==> src/rtl/freq_meter_pkg.sv <==
// rtl/freq_meter_pkg.sv - shared types and gate-length constants for the frequency meter
package freq_meter_pkg;

  typedef enum logic [1:0] {
    IDLE = 2'd0,
    GATE = 2'd1,
    DONE = 2'd2
  } state_t;

  localparam int CLK_FREQ_HZ       = 50_000_000;
  localparam int GATE_CYCLES_1S    = CLK_FREQ_HZ;
  localparam int GATE_CYCLES_100MS = CLK_FREQ_HZ / 10;
  localparam int GATE_CYCLES_10MS  = CLK_FREQ_HZ / 100;

endpackage

==> src/rtl/freq_meter_sync_edge_detect.sv <==
// rtl/freq_meter_sync_edge_detect.sv - 2-FF synchronizer with a one-cycle rising-edge pulse
module sync_edge_detect (
  input  logic clk,
  input  logic reset,
  input  logic async_in,
  output logic level,
  output logic rise
);

  logic sync1_q, sync1_d;
  logic sync2_q, sync2_d;
  logic prev_q, prev_d;

  always_comb begin
    sync1_d = async_in;
    sync2_d = sync1_q;
    prev_d  = sync2_q;
  end

  always_ff @(posedge clk or posedge reset) begin
    if (reset) begin
      sync1_q <= 1'b0;
      sync2_q <= 1'b0;
      prev_q  <= 1'b0;
    end else begin
      sync1_q <= sync1_d;
      sync2_q <= sync2_d;
      prev_q  <= prev_d;
    end
  end

  assign level = sync2_q;
  assign rise  = sync2_q & ~prev_q;

endmodule

==> src/rtl/freq_meter.sv <==
// rtl/freq_meter.sv - counts sig_in rising edges over a fixed gate window and publishes the count
module freq_meter
  import freq_meter_pkg::*;
#(
  parameter int GATE_CYCLES = GATE_CYCLES_1S,
  parameter int CNT_W       = 26
) (
  input  logic             clk,
  input  logic             reset,
  input  logic             sig_in,
  input  logic             start,
  input  logic             continuous,
  output logic [CNT_W-1:0] freq_count,
  output logic             valid,
  output logic             overflow,
  output logic             busy
);

  localparam int GW = (GATE_CYCLES > 1) ? $clog2(GATE_CYCLES) : 1;
  localparam logic [GW-1:0]    GATE_LAST = GW'(GATE_CYCLES - 1);
  localparam logic [CNT_W-1:0] CNT_MAX   = '1;

  logic sig_level;
  logic sig_rise;
  logic count_en;

  sync_edge_detect u_sync (
    .clk      (clk),
    .reset    (reset),
    .async_in (sig_in),
    .level    (sig_level),
    .rise     (sig_rise)
  );

  assign count_en = sig_rise & sig_level;

  state_t           state_q, state_d;
  logic [GW-1:0]    gate_cnt_q, gate_cnt_d;
  logic [CNT_W-1:0] edge_cnt_q, edge_cnt_d;
  logic             sat_q, sat_d;
  logic [CNT_W-1:0] freq_count_q, freq_count_d;
  logic             overflow_q, overflow_d;
  logic             valid_q, valid_d;
  logic             busy_q, busy_d;
  logic [CNT_W-1:0] edge_next;
  logic             sat_next;

  always_comb begin
    edge_next = edge_cnt_q;
    sat_next  = sat_q;
    if (count_en) begin
      if (edge_cnt_q == CNT_MAX) begin
        sat_next = 1'b1;
      end else begin
        edge_next = edge_cnt_q + CNT_W'(1);
      end
    end

    state_d      = state_q;
    gate_cnt_d   = gate_cnt_q;
    edge_cnt_d   = edge_cnt_q;
    sat_d        = sat_q;
    freq_count_d = freq_count_q;
    overflow_d   = overflow_q;

    case (state_q)
      IDLE: begin
        if (start || continuous) begin
          state_d    = GATE;
          gate_cnt_d = '0;
          edge_cnt_d = '0;
          sat_d      = 1'b0;
        end
      end
      GATE: begin
        edge_cnt_d = edge_next;
        sat_d      = sat_next;
        gate_cnt_d = gate_cnt_q + GW'(1);
        // The last gate cycle's edge is folded into the published result.
        if (gate_cnt_q == GATE_LAST) begin
          state_d      = DONE;
          freq_count_d = edge_next;
          overflow_d   = sat_next;
        end
      end
      DONE: begin
        if (continuous) begin
          state_d    = GATE;
          gate_cnt_d = '0;
          edge_cnt_d = '0;
          sat_d      = 1'b0;
        end else begin
          state_d = IDLE;
        end
      end
      default: state_d = IDLE;
    endcase

    valid_d = (state_d == DONE);
    busy_d  = (state_d != IDLE);
  end

  always_ff @(posedge clk or posedge reset) begin
    if (reset) begin
      state_q      <= IDLE;
      gate_cnt_q   <= '0;
      edge_cnt_q   <= '0;
      sat_q        <= 1'b0;
      freq_count_q <= '0;
      overflow_q   <= 1'b0;
      valid_q      <= 1'b0;
      busy_q       <= 1'b0;
    end else begin
      state_q      <= state_d;
      gate_cnt_q   <= gate_cnt_d;
      edge_cnt_q   <= edge_cnt_d;
      sat_q        <= sat_d;
      freq_count_q <= freq_count_d;
      overflow_q   <= overflow_d;
      valid_q      <= valid_d;
      busy_q       <= busy_d;
    end
  end

  assign freq_count = freq_count_q;
  assign overflow   = overflow_q;
  assign valid      = valid_q;
  assign busy       = busy_q;

endmodule

==> config.mk <==
export PLATFORM = sky130hd
export DESIGN_NAME = freq_meter
export DESIGN_NICKNAME = d
export VERILOG_FILES = /design/src/rtl/freq_meter_pkg.sv /design/src/rtl/freq_meter_sync_edge_detect.sv /design/src/rtl/freq_meter.sv
export SDC_FILE = /design/constraint.sdc
export NUM_CORES = 1
export LEC_CHECK = 0
export CAP_MARGIN = 40
export CORE_MARGIN = 3
export CORE_UTILIZATION = 59
export CTS_CLUSTER_DIAMETER = 120
export CTS_CLUSTER_SIZE = 12
export DETAILED_ROUTE_END_ITERATION = 8
export PLACE_DENSITY = 0.8
export SLEW_MARGIN = 20
export SYNTH_ARGS = -nofsm -noshare
export SYNTH_HDL_FRONTEND = slang
export SYNTH_HIERARCHICAL = 1
export SYNTH_SLANG_ARGS = --single-unit
==> constraint.sdc <==
create_clock -name clk -period 3.4 [get_ports clk]
set_input_delay 0.68 -clock clk [delete_from_list [all_inputs] [get_ports clk]]
set_output_delay 0.68 -clock clk [all_outputs]
set_load 0.05 [all_outputs]
==> key figures <==
Global route
  – Largest net degree at the start of global routing: 85
  – Met1 GRT Util: 0.340
  – Grt met3 use: 0.0375
  – First-pass GRT wire length: 17700 µm
  – Total GRT Usage: 0.248
  – Met2 Use GR: 0.402
  – Initial antenna violation count: 0
  – Gr ovfl total: 0
  – Busiest grt layer: met2
  – Vias in the first global route: 3744

Floorplanning
  – Die X: 94.4 µm
  – Core Region: 7410 µm²
  – Initial Util: 0.623
  – IO Count: 34
  – Row cnt: 31
  – Die area: 8920 µm²
  – Die height: 94.4 µm

Worst setup path
  – Slowest cell on crit path: a2111oi_1
  – R2R depth: 6
  – CP Buf/Inv Count: 0
  – Crit Path Class: reg2reg
  – Reg-to-reg setup timing slack: 860 ps
  – Slowest cell delay on critical path: 680 ps
  – Data arrival, critical path: 2790 ps
  – Setup crit end kind: flip-flop
  – RR Endpoint: edge_cnt_q[14]
  – Worst R2R Start: u_sync/level
  – Cell Chain, Critical Path: nor2b_4 -> and2_1 -> nand3_1 -> a2111oi_1 -> o21ai_0 -> mux2_2
  – Required @ worst endpoint: 3650 ps
  – CP Max Fanout: 10
  – Setup crit start kind: flip-flop
  – Critical path depth: 6
  – CP delay by family, top: compound AO/OA/AOI/OAI gates

Synth
  – Top cells by count, synth: dfrtp_1, nand2_1, o21ai_0
  – Post-synth ARST share: 1.00
  – Post-synthesis net count: 492
  – Post-Synth Adder-Cell Area: 0.00542
  – Number of synthesized flops with an enable pin: 0
  – Synth Area in XOR/XNOR: 0.0721
  – Register area share after synthesis: 0.472
  – Mux contribution to synthesized area: 0.0114
  – Cells after Synth: 485
  – Synth Area in Simple Gates: 0.239
  – Total number of yosys warnings: 6
  – Netlist cell types: 60
  – Yosys top cell by area: dfrtp_1
  – Yosys reg bits: 87
  – Compound-Gate Fraction of Synth Area: 0.166
  – Post-synth top area share: 0.472
  – Most common cell in the netlist: dfrtp_1
  – Most used DFF post-synth: dfrtp_1
  – Synth Cell Area: 4610 µm²
  – Largest cells by area after synthesis: dfrtp_1, xnor2_1, nand2_1
  – Main combinational cell family by area after synthesis: simple AND/OR/NAND/NOR gates
  – Syn Area/Cell: 9.51 µm²

STA
  – Fin crit period: 2540 ps
  – Endpoints failing hold: 0
  – Setup Skew: 11.3 ps
  – # setup viols final: 0
  – WHS: 357 ps
  – Worst rel slew slack: 0.445
  – RSZ-0062 raised after global routing: no
  – Final Cycle Share: 0.746
  – Fmax: 0.394 GHz
  – Setup_tns: 0 ps
  – Final Max Slew Viols: 0
  – Final worst slack: 862 ps
  – Worst Tran Pin Value: 832 ps

Clocking
  – Root Driver: clkbuf_8
  – Clock-pin slew on the worst setup and hold paths: 90 ps
  – Clk buf depth: 2
  – Insertion delay to the later sink of the worst-skew pair: 350 ps
  – Num CTS Buffers: 9
  – CTS tree: done
  – Cts repair resizes: 0
  – Clock sink count: 87
  – CTS HTree Levels: 3
  – Post-CTS setup buffers: 0
  – Hold buffers post-CTS: 0

Cells and area
  – Non-filler instance count after layout: 614
  – # diodes: 0
  – Final nets: 518
  – Layout cells sized above 1: 0.0854
  – Syn-to-layout area delta: 13.2%

Min path
  – Startpoint of the worst hold path: u_sync/sync1_q
  – Hold Crit Class: reg2reg
  – Hold path depth: 0
  – Hold path endpoint: u_sync/level

Place
  – Post-DP HPWL: 7000 µm
  – Placed cells: 599
  – DP Worst Slack: 584 ps
  – RD Place Congestion: 0.882
  – IO buf count: 33

Detailed routing
  – Drt wl/cell: 16.9 µm
  – DR iter-0 viols: 248
  – Post-Route WL: 10300 µm
  – Post-route DRC: 0
  – ANT nets after route: 0
  – Drt pass-1 iters: 4
  – Routed via count: 3839
  – Via/cell ratio: 6.25

Status
  – Outcome: complete, no violations

Power
  – P per Cell Area: 429 nW/µm²
  – Max IR drop VDD: 261 µV
  – Leak pwr: 0.00219 µW
  – Total power: 2240 µW

Job
  – # Max-Cap Violations: 0
-- kinds of logic (layout without fill, tap and decap cells) --
group | Yosys count | count (layout)
xor gates and xnor gates | 38 | 38
buffers and inverters | 39 | 69
DFF | 87 | 87
AOI/OAI and AO/OA | 113 | 113
and+or+nand+nor | 201 | 201
muxes | 5 | 5
adders and majority gates | 2 | 2
-- layer usage --
layer | vias up | wire, µm
met5 | - | 0
met1 | 1897 | 4540
met3 | 22 | 503
met4 | 0 | 187
li1 | 1815 | -
met2 | 105 | 5120
-- area by class of cell --
class                   count  area (µm²)
repair buffers             42         410
clock buffers              10         128
flip-flops and latches     87        2180
fillers                   558        2180
clock inverters             5        58.8
well taps                  99         124
inverters                  12        46.3
multi-input cells         359        2280
-- worst reg2reg max path, cell delays in order, from the launching register on --
cell       delay, ps
dfrtp_1          460
nor2b_4          230
and2_1           380
nand3_1          230
a2111oi_1        680
o21ai_0          180
mux2_2           300
-- sequential cells by signal, indices dropped and copies added, names as in the netlist --
signal and flops:
edge_cnt_q 26, freq_count 26, gate_cnt_q 26, state_q 2, busy 1, overflow 1, sat_q 1, u_sync/level 1
u_sync/prev_q 1, u_sync/sync1_q 1, valid 1
-- where the power goes --
part	switching, µW	total [µW]	internal [µW]
Clock	363	701	337
Combinational	150	279	129
Sequential	140	1260	1120
-- worst max-delay path by stage --
stage                 start             end
2_1_floorplan         reset            busy
3_3_place_gp     continuous  gate_cnt_q[24]
3_5_place_dp     continuous  gate_cnt_q[24]
4_1_cts        u_sync/level  edge_cnt_q[14]
5_1_grt        u_sync/level  edge_cnt_q[14]
6_report       u_sync/level  edge_cnt_q[14]
-- placed cells by master, fill, tap and decap left out, drive strengths merged, types with 15 or more instances in the layout --
cell type,synthesis,layout
a21oi,19,19
clkdlybuf4s50,0,33
dfrtp,87,87
nand2,54,54
nand3,26,26
nand4,15,15
nor2,31,31
o21ai,39,39
xnor2,27,27
-- through the flow --
| step | instance area [µm²] | util |
|---|---|---|
| after floorplan | 4610 | - |
| after global placement | 5040 | 0.680 |
| after detailed placement | 5040 | 0.680 |
| after CTS | 5230 | 0.705 |
| after global routing | 5230 | 0.705 |
| final | 5230 | 0.705 |
Power figures use the tool's default switching activity.
